### config.mk
export PLATFORM = sky130hd
export DESIGN_NAME = ledr_channel_rx
export DESIGN_NICKNAME = d
export VERILOG_FILES = /design/src/rtl/ledr_channel_rx.sv
export SDC_FILE = /design/constraint.sdc
export NUM_CORES = 1
export LEC_CHECK = 0
export CORE_AREA = 2 2 76 78
export CTS_BUF_LIST = sky130_fd_sc_hd__clkbuf_4
export DETAILED_ROUTE_END_ITERATION = 10
export DIE_AREA = 0 0 78 80
export SETUP_SLACK_MARGIN = 0.4
export SYNTH_ARGS = -nofsm -noshare
export SYNTH_HDL_FRONTEND = slang
export SYNTH_SLANG_ARGS = --single-unit
### constraint.sdc
create_clock -name clk -period 2.95 [get_ports clk]
set_clock_uncertainty 0.05 [all_clocks]
set_input_delay 0.4425 -clock clk [delete_from_list [all_inputs] [get_ports clk]]
set_output_delay 0.4425 -clock clk [all_outputs]
set_load 0.005 [all_outputs]
### src/rtl/ledr_channel_rx.sv
// LEDR channel receiver: synchronizes d/r rails, detects phase toggles, decodes tokens into an output FIFO.
// Optional feature macro LEDR_RX_ACK_EN: adds ledr_ack and stalls capture on a full FIFO instead of dropping.
module ledr_channel_rx #(
  parameter int unsigned WIDTH       = 1,
  parameter int unsigned SYNC_STAGES = 2,
  parameter int unsigned SETTLE      = 2,
  parameter int unsigned FIFO_DEPTH  = 4,
  parameter int unsigned SKEW_MAX    = 255
) (
  input  logic             clk,
  input  logic             rst_n,
  input  logic [WIDTH-1:0] ledr_d,
  input  logic [WIDTH-1:0] ledr_r,
  output logic [WIDTH-1:0] out_data,
  output logic             out_valid,
  input  logic             out_ready,
  output logic             overflow,
  output logic             skew_err,
  input  logic             err_clr
`ifdef LEDR_RX_ACK_EN
  ,
  output logic             ledr_ack
`endif
);

  localparam int unsigned CNT_MAX = (SETTLE > SKEW_MAX) ? SETTLE : SKEW_MAX;
  localparam int unsigned CNT_W   = $clog2(CNT_MAX + 1);
  localparam int unsigned PTR_W   = $clog2(FIFO_DEPTH);
  localparam int unsigned FILL_W  = $clog2(FIFO_DEPTH + 1);

  localparam logic [2:0] ST_IDLE    = 3'd0;
  localparam logic [2:0] ST_SKEW    = 3'd1;
  localparam logic [2:0] ST_SETTLE  = 3'd2;
  localparam logic [2:0] ST_CAPTURE = 3'd3;
  localparam logic [2:0] ST_RESYNC  = 3'd4;

  logic [WIDTH-1:0] d_sync_q [SYNC_STAGES];
  logic [WIDTH-1:0] r_sync_q [SYNC_STAGES];
  logic [WIDTH-1:0] d_s, ph;
  logic             all_new, none_new, all_same;

  logic [2:0]       state_q, state_d;
  logic [CNT_W-1:0] cnt_q, cnt_d;
  logic             p_q, p_d;
  logic             push_q, push_d;
  logic [WIDTH-1:0] push_data_q, push_data_d;
  logic             skew_set;

  logic [WIDTH-1:0]  mem_q [FIFO_DEPTH];
  logic [PTR_W-1:0]  wr_ptr_q, wr_ptr_d, rd_ptr_q, rd_ptr_d;
  logic [FILL_W-1:0] fill_q, fill_d;
  logic              out_valid_q, out_valid_d;
  logic [WIDTH-1:0]  out_data_q, out_data_d;
  logic              overflow_q, overflow_d, skew_err_q, skew_err_d;
  logic              pop, full, wr_en, drop;

  // Per-rail synchronizer chains
  always_ff @(posedge clk or negedge rst_n) begin
    if (!rst_n) begin
      for (int s = 0; s < SYNC_STAGES; s++) begin
        d_sync_q[s] <= '0;
        r_sync_q[s] <= '0;
      end
    end else begin
      d_sync_q[0] <= ledr_d;
      r_sync_q[0] <= ledr_r;
      for (int s = 1; s < SYNC_STAGES; s++) begin
        d_sync_q[s] <= d_sync_q[s-1];
        r_sync_q[s] <= r_sync_q[s-1];
      end
    end
  end

  assign d_s      = d_sync_q[SYNC_STAGES-1];
  assign ph       = d_s ^ r_sync_q[SYNC_STAGES-1];
  assign all_new  = (ph == {WIDTH{~p_q}});
  assign none_new = (ph == {WIDTH{p_q}});
  assign all_same = (ph == '0) || (ph == '1);

  assign pop  = out_valid_q & out_ready;
  assign full = (fill_q == FILL_W'(FIFO_DEPTH));

  // Token detection FSM
  always_comb begin
    state_d     = state_q;
    cnt_d       = cnt_q;
    p_d         = p_q;
    push_d      = 1'b0;
    push_data_d = push_data_q;
    skew_set    = 1'b0;
    case (state_q)
      ST_IDLE: begin
        if (all_new) begin
          state_d = ST_SETTLE;
          cnt_d   = CNT_W'(1);
        end else if (!none_new) begin
          state_d = ST_SKEW;
          cnt_d   = CNT_W'(1);
        end
      end
      ST_SKEW: begin
        if (all_new) begin
          state_d = ST_SETTLE;
          cnt_d   = CNT_W'(1);
        end else if (none_new) begin
          state_d = ST_IDLE;
        end else if (cnt_q == CNT_W'(SKEW_MAX)) begin
          skew_set = 1'b1;
          state_d  = ST_RESYNC;
        end else begin
          cnt_d = cnt_q + CNT_W'(1);
        end
      end
      ST_SETTLE: begin
        if (!all_new) begin
          state_d = ST_SKEW;
          cnt_d   = CNT_W'(1);
        end else if (cnt_q == CNT_W'(SETTLE)) begin
          state_d = ST_CAPTURE;
        end else begin
          cnt_d = cnt_q + CNT_W'(1);
        end
      end
      ST_CAPTURE: begin
`ifdef LEDR_RX_ACK_EN
        if (!full || pop) begin
          push_d      = 1'b1;
          push_data_d = d_s;
          p_d         = ~p_q;
          state_d     = ST_IDLE;
        end
`else
        push_d      = 1'b1;
        push_data_d = d_s;
        p_d         = ~p_q;
        state_d     = ST_IDLE;
`endif
      end
      ST_RESYNC: begin
        if (all_same) begin
          p_d     = ph[0];
          state_d = ST_IDLE;
        end
      end
      default: state_d = ST_IDLE;
    endcase
  end

  // FIFO and sticky error next-state; push is applied one cycle after CAPTURE
  always_comb begin
    wr_en = push_q & (~full | pop);
`ifdef LEDR_RX_ACK_EN
    drop  = 1'b0;
`else
    drop  = push_q & full & ~pop;
`endif
    wr_ptr_d    = wr_ptr_q + PTR_W'(wr_en);
    rd_ptr_d    = rd_ptr_q + PTR_W'(pop);
    fill_d      = fill_q + FILL_W'(wr_en) - FILL_W'(pop);
    out_valid_d = (fill_d != '0);
    out_data_d  = '0;
    if (out_valid_d) begin
      if (wr_en && (rd_ptr_d == wr_ptr_q)) out_data_d = push_data_q;
      else                                 out_data_d = mem_q[rd_ptr_d];
    end
    overflow_d = drop | (overflow_q & ~err_clr);
    skew_err_d = skew_set | (skew_err_q & ~err_clr);
  end

  always_ff @(posedge clk or negedge rst_n) begin
    if (!rst_n) begin
      state_q     <= ST_IDLE;
      cnt_q       <= '0;
      p_q         <= 1'b0;
      push_q      <= 1'b0;
      push_data_q <= '0;
      wr_ptr_q    <= '0;
      rd_ptr_q    <= '0;
      fill_q      <= '0;
      out_valid_q <= 1'b0;
      out_data_q  <= '0;
      overflow_q  <= 1'b0;
      skew_err_q  <= 1'b0;
    end else begin
      state_q     <= state_d;
      cnt_q       <= cnt_d;
      p_q         <= p_d;
      push_q      <= push_d;
      push_data_q <= push_data_d;
      wr_ptr_q    <= wr_ptr_d;
      rd_ptr_q    <= rd_ptr_d;
      fill_q      <= fill_d;
      out_valid_q <= out_valid_d;
      out_data_q  <= out_data_d;
      overflow_q  <= overflow_d;
      skew_err_q  <= skew_err_d;
    end
  end

  always_ff @(posedge clk or negedge rst_n) begin
    if (!rst_n) begin
      for (int i = 0; i < FIFO_DEPTH; i++) mem_q[i] <= '0;
    end else if (wr_en) begin
      mem_q[wr_ptr_q] <= push_data_q;
    end
  end

  assign out_data  = out_data_q;
  assign out_valid = out_valid_q;
  assign overflow  = overflow_q;
  assign skew_err  = skew_err_q;

`ifdef LEDR_RX_ACK_EN
  // Ack follows the flipped phase once the token lands in the FIFO
  logic ack_q, ack_d;
  assign ack_d = wr_en ? p_q : ack_q;

  always_ff @(posedge clk or negedge rst_n) begin
    if (!rst_n) ack_q <= 1'b0;
    else        ack_q <= ack_d;
  end

  assign ledr_ack = ack_q;
`endif

endmodule
==> metrics.txt <==
Adder-Cell Fraction of Synth Area 0.0607; worst setup path category flip-flop to flip-flop; CTS tree built; fmax 410 MHz; antenna diode count 0; number of synthesized flops with an enable pin 0; count of hold buffers inserted by post-cts repair 0; Critical Path Max Stage Delay 0.42 ns; status complete, no violations; r2r startpoint out_valid; first-pass GRT wire length 4650 um; worst setup slack before clock tree synthesis -0.0225 ns; number of routed nets with antenna violations 0; Max-Slew Margin vs Limit 0.582; area share of the leading cell type in the synthesized netlist 0.527; async set or reset register ratio after synthesis 1.00; Boundary Pins 10; Synth Area in XOR/XNOR 0.0543; R2R depth 11; number of remaining DRC errors 0; std cell rows 27; Worst Setup End Kind flip-flop; Tmin final 2.44 ns; worst setup margin 0.513 ns; number of synthesis warnings 0; H-Tree Depth 2; cell count after synthesis 129; most area-consuming cells after synthesis dfrtp_1 (53%), ha_1 (4.8%), mux2_2 (4.3%), a22o_1 (3.4%), xnor2_1 (2.8%); max capacitance violation total 0; number of placed instances with taps included 210; total count of max-transition violations in the final report 0; routed via count 1014; Synth-to-Final Area Change 15.8%; Clk pin slew, worst setup/hold paths 0.09 ns; initial drt markers 81; Via density 4.67; pin count of the biggest net entering global routing 34; Starting Density 0.290; ratio of cells with drive above 1 in the final layout 0.179; number of buffers inserted during clock tree synthesis 5; Endpoint, Worst Hold d_s; Clock Sinks 33; Placeable Area 0.00541 mm^2; largest family of logic cells by synthesized area simple AND/OR/NAND/NOR gates; CTS Root Cell clkbuf_4; static leakage power 0.847 nW; DPL Wire Length 1940 um; final weighted congestion in routability-driven placement 0.818; reg2reg end out_data; number of buffer cells added on primary ports 9; flops & latches, synth 33; share of the clock period used by the worst path after layout 0.826; worst hold path cell count 0; count of endpoints failing setup in the final report 0; mux contribution to synthesized area 0.0735; critical hold path startpoint d_sync_q[1]; slowest stage cell on the critical path dfrtp_1; register-to-register setup slack 0.51 ns; cell repeated most along the worst path xnor2_2; unrepaired setup endpoints after global routing true; total power per unit cell area 730 mW/mm^2; netlist area before placement 0.00157 mm^2; total gr overflow 0; sequential element share of the synthesized area 0.527; Die Outline Area 0.00624 mm^2; class of the worst hold path flip-flop to flip-flop; aggregate routed wire length 2650 um; type of element launching the critical path flip-flop; worst-case vdd ir drop 0.000281 V; TritonRoute pass-1 iters 4; top cell type by total area after synthesis dfrtp_1; die width 78 um; Die H 80 um; dominant register cell in the synthesized netlist dfrtp_1; vias in the first global route 1062; compound-cell area share of the yosys netlist 0.114; later-pin clock latency in the skew report 0.33 ns; Final Net Count 158; placement-stage cell area 0.00174 mm^2; GR Util All Layers 0.0980; Post-Syn Area per Cell 12.1 um^2; list of cells traversed by the critical path a211oi_2, nand2_1, nand2_2, ha_1, inv_1, ha_2, fa_2, xnor2_2, xnor2_2, or3_1, and2_1; Max Fanout on Critical Path 3; number of hold violations in the final report 0; count of different cell masters after synthesis 36; worst endpoint required time 3.12 ns; Worst EP arrival 2.61 ns; initial antenna violation count 0; Net Count, Synth 142; per-cell routed wire length 12.2 um; buffers from clock root to sink, at most 2; Synth Area in Simple Gates 0.137; total negative setup slack 0 ns; summed area of non-filler cells in the final layout 0.00181 mm^2; Cell Count, Final, Fillers Out 217; Least-Margin Pin Slew 0.628 ns
-- where the power goes --
| group | internal, W | leakage [nW] | switching (W) |
|---|---|---|---|
| Clock | 0.0000956 | 0.0292 | 0.000141 |
| Sequential | 0.000539 | 0.424 | 0.0000891 |
| Combinational | 0.000240 | 0.394 | 0.000219 |
| Total | 0.000875 | 0.847 | 0.000449 |
-- metal layers --
layer	GRT usage	up-vias	share of wire
met4	0.0474	0	0.022
met2	0.170	17	0.49
met1	0.106	502	0.44
met3	0.0362	8	0.041
li1	-	487	-
met5	0	-	0
-- stage by stage --
| step | utilization | hold WS (ns) | power (W) |
|---|---|---|---|
| floorplan | - | 0.0969 | 0.000971 |
| global placement | 0.322 | 0.285 | 0.00103 |
| detailed placement | 0.322 | 0.300 | 0.00106 |
| CTS | 0.334 | 0.322 | 0.00133 |
| global route | 0.336 | 0.328 | 0.00143 |
| finish | 0.336 | 0.316 | 0.00132 |
-- how the worst max path moves through the flow --
stage / from / end / slack [ns] / cells past startpoint
CTS: out_valid / out_data / 0.40 / 11
finish: out_valid / out_data / 0.51 / 11
floorplan: out_ready / out_data / 0.53 / 11
global route: out_valid / out_data / 0.37 / 11
detailed placement: out_ready / out_data / -0.02 / 12
global placement: out_ready / out_data / 0.07 / 12
-- registers in the layout (all words and copies together), names as in the netlist, 2 cells and up --
signal / count
rd_ptr_q: 2
r_sync_q: 2
mem_q: 4
fill_q: 3
state_q: 3
wr_ptr_q: 2
cnt_q: 8
-- area by class of cell --
type / instances / area [um^2]
clock buffer: 6 / 45.0
clock inverter: 1 / 3.75
fill: 547 / 3590
inverter: 7 / 26.3
multi-input combinational: 87 / 719
sequential: 33 / 826
tap: 72 / 90.1
timing repair buffer: 11 / 104
-- worst max-delay path, delay by kind of cell, from the launching register on --
| kind | cells | cell delay, ns |
|---|---|---|
| AND/OR/NAND/NOR | 4 | 0.68 |
| adder cells (fa/ha/maj) | 3 | 0.64 |
| flip-flops | 1 | 0.42 |
| XOR/XNOR | 2 | 0.30 |
| AO/OA/AOI/OAI | 1 | 0.21 |
| buffers and inverters | 1 | 0.04 |
-- Yosys cell counts (2+ instances only) --
cell and n:
a21o_1 3, dfrtp_1 33, o21ai_0 4, nor2_1 6, xnor2_1 5, and3_1 2, ha_1 6, o21bai_1 2
nor3_1 4, a22o_1 6, buf_6 2, inv_1 7, a21oi_1 2, a211oi_1 3, xor2_1 2, nand2b_1 2
nand3b_1 2, nand2_1 5, nor2b_1 3, nand3_1 8, and2_1 2, mux2_2 6
-- what timing repair did --
item | in CTS | in global routing
buffers inserted | 0 | 0
endpoints found under the setup margin | 1 | 2
pin swaps | 3 | 6
gates resized for setup | 5 | 2
cloned | 0 | 0
-- kinds of logic after synthesis --
logic type / count (synthesis)
AO/OA/AOI/OAI: 24
adder cells (fa/ha/maj): 7
flip-flops: 33
buffers and inverters: 9
other: 1
AND/OR/NAND/NOR: 38
multiplexers: 9
XOR/XNOR: 8
-- layout by cell type (no fill, tap or decap), types with 2 or more instances in the layout --
cell,synthesis,routed
nand3b_1,2,2
dfrtp_1,33,33
mux2_2,6,6
xor2_1,2,2
nand2_1,5,4
a21o_1,3,3
and2_1,2,2
buf_4,0,2
ha_1,6,5
nor2_1,6,6
clkdlybuf4s50_1,0,8
clkbuf_4,0,6
xnor2_2,0,2
nand3_1,8,8
o21bai_1,2,2
nand2b_1,2,2
o21ai_0,4,4
a22o_1,6,6
inv_1,7,7
a211oi_1,3,2
a21oi_1,2,2
nor2b_1,3,3
xnor2_1,5,3
and3_1,2,2
nor3_1,4,4
Power figures use the tool's default switching activity.
